===== src/rtl/uart_pkg.sv =====
// Shared types and constants for the UART transmit scheduler: FSM states,
// configuration bundle and round-robin pointer reset value.
package uart_pkg;

    localparam int DEF_DATA_W = 8;
    localparam int BAUD_W     = 4;

    typedef enum logic [1:0] {
        S_IDLE      = 2'd0,
        S_LOAD      = 2'd1,
        S_WAIT_BUSY = 2'd2,
        S_WAIT_DONE = 2'd3
    } tx_state_t;

    typedef struct packed {
        logic [BAUD_W-1:0] baud;
        logic              eight;
        logic              pen;
        logic              ohel;
    } uart_cfg_t;

    // 0 gives req0 priority when both requesters collide.
    localparam logic RR_PTR_RST = 1'b0;

endpackage


===== src/rtl/uart_tx_scheduler_rr_arbiter2.sv =====
// Two-requester round-robin winner select; the priority pointer moves only
// when the scheduler reports a served (acked) requester.
module rr_arbiter2
    import uart_pkg::*;
(
    input  logic clk,
    input  logic rst,
    input  logic i_req0,
    input  logic i_req1,
    input  logic i_upd,
    input  logic i_served1,
    output logic o_valid,
    output logic o_sel
);

    logic r_prio1;

    always_comb begin
        o_valid = i_req0 | i_req1;
        o_sel   = i_req1 & (~i_req0 | r_prio1);
    end

    always_ff @(posedge clk) begin
        if (!rst)
            r_prio1 <= RR_PTR_RST;
        else if (i_upd)
            r_prio1 <= ~i_served1;
    end

endmodule


===== src/rtl/uart_tx_scheduler.sv =====
// Shares one UART TX engine between the echo (req0) and message (req1) paths,
// and applies config only while idle. Optional ack/timeout statistics are
// enabled by defining UART_TX_SCHED_STATS_EN.
module uart_tx_scheduler
    import uart_pkg::*;
#(
    parameter int DATA_W       = DEF_DATA_W,
    parameter int BUSY_TIMEOUT = 15
) (
    input  logic              clk,
    input  logic              rst,
    input  logic              req0,
    input  logic [DATA_W-1:0] data0,
    output logic              ack0,
    input  logic              req1,
    input  logic [DATA_W-1:0] data1,
    output logic              ack1,
    input  logic              tx_ready,
    output logic              tx_write,
    output logic [DATA_W-1:0] tx_data,
    input  logic [BAUD_W-1:0] cfg_baud,
    input  logic              cfg_eight,
    input  logic              cfg_pen,
    input  logic              cfg_ohel,
    output logic [BAUD_W-1:0] baud,
    output logic              eight,
    output logic              pen,
    output logic              ohel,
    output logic              busy,
    output logic              timeout_err
`ifdef UART_TX_SCHED_STATS_EN
   ,output logic [15:0]       cnt0,
    output logic [15:0]       cnt1,
    output logic [7:0]        to_cnt
`endif
);

    localparam int CNT_W = $clog2(BUSY_TIMEOUT + 1);
    localparam logic [CNT_W-1:0] TO_LAST = CNT_W'(BUSY_TIMEOUT - 1);

    tx_state_t         r_state;
    uart_cfg_t         r_cfg;
    logic [CNT_W-1:0]  r_cnt;
    logic              r_tx_write, r_ack0, r_ack1, r_busy, r_timeout_err;
    logic [DATA_W-1:0] r_tx_data;

    uart_cfg_t w_cfg_req;
    logic      w_cfg_diff, w_grant_valid, w_grant_sel, w_timeout;

    assign w_cfg_req  = {cfg_baud, cfg_eight, cfg_pen, cfg_ohel};
    assign w_cfg_diff = (w_cfg_req != r_cfg);
    assign w_timeout  = (r_state == S_WAIT_BUSY) && tx_ready && (r_cnt == TO_LAST);

    rr_arbiter2 u_arb (
        .clk       (clk),
        .rst       (rst),
        .i_req0    (req0),
        .i_req1    (req1),
        .i_upd     (r_ack0 | r_ack1),
        .i_served1 (r_ack1),
        .o_valid   (w_grant_valid),
        .o_sel     (w_grant_sel)
    );

    always_ff @(posedge clk) begin
        if (!rst) begin
            r_state       <= S_IDLE;
            r_tx_write    <= 1'b0;
            r_ack0        <= 1'b0;
            r_ack1        <= 1'b0;
            r_busy        <= 1'b0;
            r_timeout_err <= 1'b0;
            r_tx_data     <= '0;
            r_cnt         <= '0;
            r_cfg         <= w_cfg_req;
        end else begin
            // NOTE: strobes default low each cycle so they stay single-cycle pulses.
            r_tx_write <= 1'b0;
            r_ack0     <= 1'b0;
            r_ack1     <= 1'b0;
            case (r_state)
                S_IDLE: begin
                    if (w_cfg_diff) begin
                        r_cfg <= w_cfg_req;
                    end else if (tx_ready && w_grant_valid) begin
                        r_state    <= S_LOAD;
                        r_busy     <= 1'b1;
                        r_tx_write <= 1'b1;
                        r_tx_data  <= w_grant_sel ? data1 : data0;
                        r_ack0     <= ~w_grant_sel;
                        r_ack1     <= w_grant_sel;
                    end
                end
                S_LOAD: begin
                    r_state <= S_WAIT_BUSY;
                    r_cnt   <= '0;
                end
                S_WAIT_BUSY: begin
                    if (!tx_ready) begin
                        r_state <= S_WAIT_DONE;
                    end else if (w_timeout) begin
                        r_timeout_err <= 1'b1;
                        r_state       <= S_IDLE;
                        r_busy        <= 1'b0;
                    end else begin
                        r_cnt <= r_cnt + 1'b1;
                    end
                end
                S_WAIT_DONE: begin
                    if (tx_ready) begin
                        r_state <= S_IDLE;
                        r_busy  <= 1'b0;
                    end
                end
                default: begin
                    r_state <= S_IDLE;
                    r_busy  <= 1'b0;
                end
            endcase
        end
    end

    assign tx_write    = r_tx_write;
    assign tx_data     = r_tx_data;
    assign ack0        = r_ack0;
    assign ack1        = r_ack1;
    assign busy        = r_busy;
    assign timeout_err = r_timeout_err;
    assign baud        = r_cfg.baud;
    assign eight       = r_cfg.eight;
    assign pen         = r_cfg.pen;
    assign ohel        = r_cfg.ohel;

`ifdef UART_TX_SCHED_STATS_EN
    logic [15:0] r_cnt0, r_cnt1;
    logic [7:0]  r_to_cnt;

    // Ack counters wrap naturally; the timeout counter saturates.
    always_ff @(posedge clk) begin
        if (!rst) begin
            r_cnt0   <= '0;
            r_cnt1   <= '0;
            r_to_cnt <= '0;
        end else begin
            if (r_ack0) r_cnt0 <= r_cnt0 + 16'd1;
            if (r_ack1) r_cnt1 <= r_cnt1 + 16'd1;
            if (w_timeout && (r_to_cnt != 8'hFF)) r_to_cnt <= r_to_cnt + 8'd1;
        end
    end

    assign cnt0   = r_cnt0;
    assign cnt1   = r_cnt1;
    assign to_cnt = r_to_cnt;
`endif

endmodule

===== config.mk =====
export PLATFORM = sky130hd
export DESIGN_NAME = uart_tx_scheduler
export DESIGN_NICKNAME = d
export VERILOG_FILES = /design/src/rtl/uart_pkg.sv /design/src/rtl/uart_tx_scheduler_rr_arbiter2.sv /design/src/rtl/uart_tx_scheduler.sv
export SDC_FILE = /design/constraint.sdc
export NUM_CORES = 1
export LEC_CHECK = 0
export ABC_AREA = 1
export CAP_MARGIN = 20
export CORE_ASPECT_RATIO = 0.8
export CORE_MARGIN = 2
export CORE_UTILIZATION = 43
export DETAILED_ROUTE_END_ITERATION = 6
export GPL_ROUTABILITY_DRIVEN = 0
export PLACE_DENSITY = 0.78
export SYNTH_ARGS = -nofsm -noshare
export SYNTH_HDL_FRONTEND = slang
export SYNTH_SLANG_ARGS = --single-unit

===== constraint.sdc =====
create_clock -name clk -period 1.98 [get_ports clk]
set_clock_uncertainty 0.15 [all_clocks]
set_input_delay 0.396 -clock clk [delete_from_list [all_inputs] [get_ports clk]]
set_output_delay 0.396 -clock clk [all_outputs]
set_load 0.01 [all_outputs]

# After elaboration in Yosys (flattened, before gate mapping)
# Cells that the tools add are included.
# totals
output_inout_bits,20
regBits,27
# classes
add_sub_neg,1
reduce_logical,14
n_eq_ne,14
n_mux,20
n_bitwise,11
# ops
operator,n
$mux W7,3
$ne A2 B2 Y1 const B,6
$mux W2,5
$reduce_and A3 Y1,3
$mux W4,2
$mux W8,1
$pmux W2 S4,1
$pmux W4 S2,1
$ne A7 B7 Y1,1
$not A1 Y1,7
$mux W1,6
$reduce_and A6 Y1,1
$add A4 B1 Y4 const B,1
$eq A2 B2 Y1 const B,2
$eq A4 B4 Y1 const B,1
$ne A2 B1 Y1 const B,2
$reduce_and A4 Y1,1
$reduce_or A4 Y1,1
$logic_and A1 B1 Y1,3
$ne A3 B3 Y1 const B,1
$or A1 B1 Y1,3
$pmux W1 S3,1
$reduce_bool A3 Y1,1
$reduce_or A3 Y1,1
other kinds (5),5

# Depth between registers and ports, before layout
# logic_depth
depth_word,6
ltp_mapped,12
depth_no_buf,12

# By module
# Synthesis repeated with hierarchy kept, for this count alone.
# unflattened
cells_unflattened,191
area_unflattened_um2,1376.3
# modules_own_cells
mod,area_each_um2,cells_each,n_inst,seq_area_each_um2
uart_tx_scheduler,1323.8,183,1,590.6
rr_arbiter2,52.6,8,1,20.0

# Worst setup path before layout
# OpenSTA, ideal clock, no wires.
# synth_path
path_type,register -> register
start,register r_cfg (netlist bit pen)
end,register r_cfg (netlist bit baud[0]) (enable)
required_ns,1.536
stages_incl_launch_ff,7
setup_time_ns,0.294
n_path_buf,0
arrival_time_ns,1.133
setup_slack_ns,0.403
cell_sequence,edfxtp_1 nor2_1 nor2_1 nor2_1 nand2_1 o21bai_1 nand2_1
# synth_via
elab_chain_cells,3
# synth_rtl
item,line_no,text
start: declaration,uart_tx_scheduler.sv:42,uart_cfg_t r_cfg;
start signal: assignment,uart_tx_scheduler.sv:75,r_cfg <= w_cfg_req;
start signal: assignment,uart_tx_scheduler.sv:84,r_cfg <= w_cfg_req;
$ne A7 B7 Y1,uart_tx_scheduler.sv:51,assign w_cfg_diff = (w_cfg_req != r_cfg);
$ne A2 B1 Y1 (no source line),n/a,
$reduce_and A2 Y1 (no source line),n/a,
# Every way passes these cells.
# A chain may end at the register's enable or synchronous reset.

# Worst setup path after layout
# layout_path
start,input cfg_baud[1]
end,register r_cfg (netlist bit baud[2]) (enable)
# layout_via
elab_chain_cells,3
# layout_rtl
item,line_no,text
start: declaration,uart_tx_scheduler.sv:21,"input logic [BAUD_W-1:0] cfg_baud,"
$ne A7 B7 Y1,uart_tx_scheduler.sv:51,
$ne A2 B1 Y1 (no source line),n/a,
$reduce_and A2 Y1 (no source line),n/a,
# Every way passes these cells.

==> flow_summary.json <==
{
  "status": "completed",
  "die_w_um": 65.51,
  "fin_crit_ns": 1.829,
  "crit_path_end_kind": "flop",
  "crit_type": "in2reg",
  "fmax_mhz": 546.7,
  "rsz0062_at_grt": "no",
  "grt_max_degree": 15,
  "overflow": 0,
  "ys_seq_area_share_pct": 46.92,
  "syn_inst": 184,
  "vdd_ir_drop_max_v": 0.0004992,
  "clock_sinks": 27,
  "clockRootBuffer": "clkbuf_8",
  "grt_pass1_wl_um": 4788,
  "critPathRequiredTime_ns": 1.81,
  "clk_latency_ns": 0.27,
  "worstSetupStartpointType": "input port",
  "synth_area_um2": 1301,
  "io-pin-count": 48,
  "r2r_cells": 6,
  "dr_total_vias": 1254,
  "antenna_found_initial": 0,
  "syn2layout_area_growth_pct": 47.79,
  "preCtsSetupSlack_ns": -0.1452,
  "synth_warnings": 0,
  "combPwrFrac_pct": 14.8,
  "final_nets": 273,
  "fin_ws_ns": 0.1507,
  "nFillCells": 258,
  "cts_max_path_buffers": 2,
  "htreeDepth": 1,
  "p_seq_share_pct": 55.9,
  "hold_class": "reg2reg",
  "swShare_pct": 22.17,
  "start_util_pct": 46.00,
  "dieArea_um2": 3485,
  "fin_crit_sh_pct": 92.39,
  "drc": 0,
  "p_clk_share_pct": 29.3,
  "clk_pin_slew_worst_paths_ns": 0.09,
  "chipHeight_um": 53.20,
  "crit_arrival_ns": 1.66,
  "grt_pass1_vias": 1091,
  "final-setup-viol-count": 0,
  "min_path_cells": 1,
  "drive_gt1_share_pct": 8.678,
  "max_cap_violations": 0,
  "r2r_slack_ns": 0.39,
  "cts_tree": "built",
  "n_antenna_cell": 0,
  "leakagePower_uw": 0.0008504,
  "dr.pass1.iters": 4,
  "slew_headroom_pct": 80.18,
  "io_buffers": 47,
  "wl_per_cell_um": 10.21,
  "routed_via_density": 4.479,
  "power.density_nw_per_um2": 541.2,
  "hold_viol": 0,
  "post-dp-hpwl_um": 2288,
  "syn_area_per_cell_um2": 7.072,
  "fin_total_pwr_uw": 1041,
  "finalMaxSlewViolations": 0,
  "rows": 17,
  "coreArea_um2": 2829,
  "drt_iter0_markers": 10,
  "ant_nets": 0,
  "grt_use_total_pct": 18.48,
  "synth_cell_type_count": 24,
  "wl_um": 2859,
  "syn-num-nets": 214,
  "register_area_um2": 610.6,
  "tightest_slew_ns": 0.2942,
  "worstPathMaxFanout": 7,
  "p_int_uw": 810.1,
  "cts_buffers": 3,
  "multi_input_area_um2": 576.8,
  "postCtsSetupBuffers": 0,
  "yosys_register_bits": 27,
  "power_switching_uw": 230.8
}
power groups by stage:
stage                     logic [µW]  registers (µW)  clock network (µW)
after CTS                        155             582                 309
after floorplan                 51.3             599                   0
after global routing             172             583                 328
after detailed placement         155             595                   0
final                            154             582                 305
after global placement           153             594                   0
what timing repair did:
item,4_1_cts,5_1_grt
resized for setup,0,1
endpoints found under the hold margin,0,0
hold buffers,0,0
setup endpoints to repair,0,1
placed cells by master, fill, tap and decap left out:
cell | Yosys | final
nor2_1 | 29 | 29
buf_4 | 0 | 9
a21oi_1 | 6 | 6
nor2_2 | 4 | 4
clkdlybuf4s50_1 | 0 | 47
nand3b_1 | 1 | 1
o21bai_1 | 1 | 1
nand3_2 | 1 | 1
nor3_1 | 4 | 4
a31oi_1 | 1 | 1
nand2_1 | 57 | 57
inv_1 | 24 | 24
edfxtp_1 | 7 | 7
nor2_4 | 1 | 1
o21ai_1 | 0 | 1
nand4_1 | 2 | 2
nand3_1 | 5 | 5
clkinv_1 | 2 | 2
xnor2_1 | 1 | 1
inv_2 | 2 | 2
dfxtp_1 | 20 | 20
nand2_2 | 1 | 1
xor2_1 | 1 | 1
o21ai_0 | 10 | 9
clkbuf_1 | 1 | 1
clkbuf_8 | 0 | 3
ha_1 | 2 | 2
cell usage after synthesis:
master	instances	share of area [%]
nand2_1	57	16
nor2_1	29	8.4
inv_1	24	6.9
dfxtp_1	20	31
o21ai_0	10	3.8
edfxtp_1	7	16
a21oi_1	6	2.3
nand3_1	5	1.9
nor2_2	4	1.9
nor3_1	4	1.5
clkinv_1	2	0.58
ha_1	2	1.9
inv_2	2	0.58
nand4_1	2	0.96
a31oi_1	1	0.48
buf_2	1	0.38
clkbuf_1	1	0.29
nand2_2	1	0.48
nand3_2	1	0.77
nand3b_1	1	0.58
nor2_4	1	0.87
o21bai_1	1	0.58
xnor2_1	1	0.67
xor2_1	1	0.67
path summary, 6_finish.rpt:
kind | endpoint | start
worst min-delay path | u_arb.r_prio1 | ack1
worst max register to register | baud[2] | baud[1]
worst min register to register | u_arb.r_prio1 | ack1
worst max-delay path | baud[2] | cfg_baud[1]
worst max-delay path, stage by stage:
cell and delay [ns]:
clkdlybuf4s50_1 0.52, inv_1 0.05, nand2_1 0.05, nand2_1 0.06, nor2_1 0.13, nand2_1 0.08
o21bai_1 0.16, nand2_1 0.22
layout make-up:
class,instances,area share [%]
flip-flops and latches,27,31.75
repair buffers,56,27.98
well taps,38,2.472
multi-input cells,127,29.99
inverters,28,5.465
clock buffers,4,2.342
sequential cells by signal (all words and copies together) (netlist names), 2 cells and up:
| signal | cells |
|---|---|
| tx_data | 8 |
| baud | 4 |
| r_cnt | 4 |
| r_state | 2 |
metrics by stage:
stage	utilization, %	setup TNS (ns)	cells	cell area [µm²]	hold WS (ns)
finish	67.98	0	280	1923	0.2936
global route	67.98	0	280	1923	0.3191
CTS	67.98	0	280	1923	0.2941
detailed placement	66.39	-1.928	276	1878	0.2772
global placement	66.39	-0.7384	276	1878	0.2725
floorplan	-	0	184	1301	0.3135
cells by family after synthesis:
kind of cell | after synthesis | synth area share (%)
buf+inv | 30 | 8.750
compound gates | 18 | 7.212
simple gates | 105 | 33.85
fa+ha+maj | 2 | 1.923
xor+xnor | 2 | 1.346
flops | 27 | 46.92
metal layers:
| layer | wire length, µm | track usage [%] | vias to the layer above |
|---|---|---|---|
| met1 | 1439 | 23.91 | 530 |
| met5 | 0 | 0 | - |
| met3 | 201 | 6.596 | 2 |
| li1 | - | - | 687 |
| met4 | 22 | 4.167 | 0 |
| met2 | 1196 | 29.76 | 35 |
(Power assumes the default switching activity.)
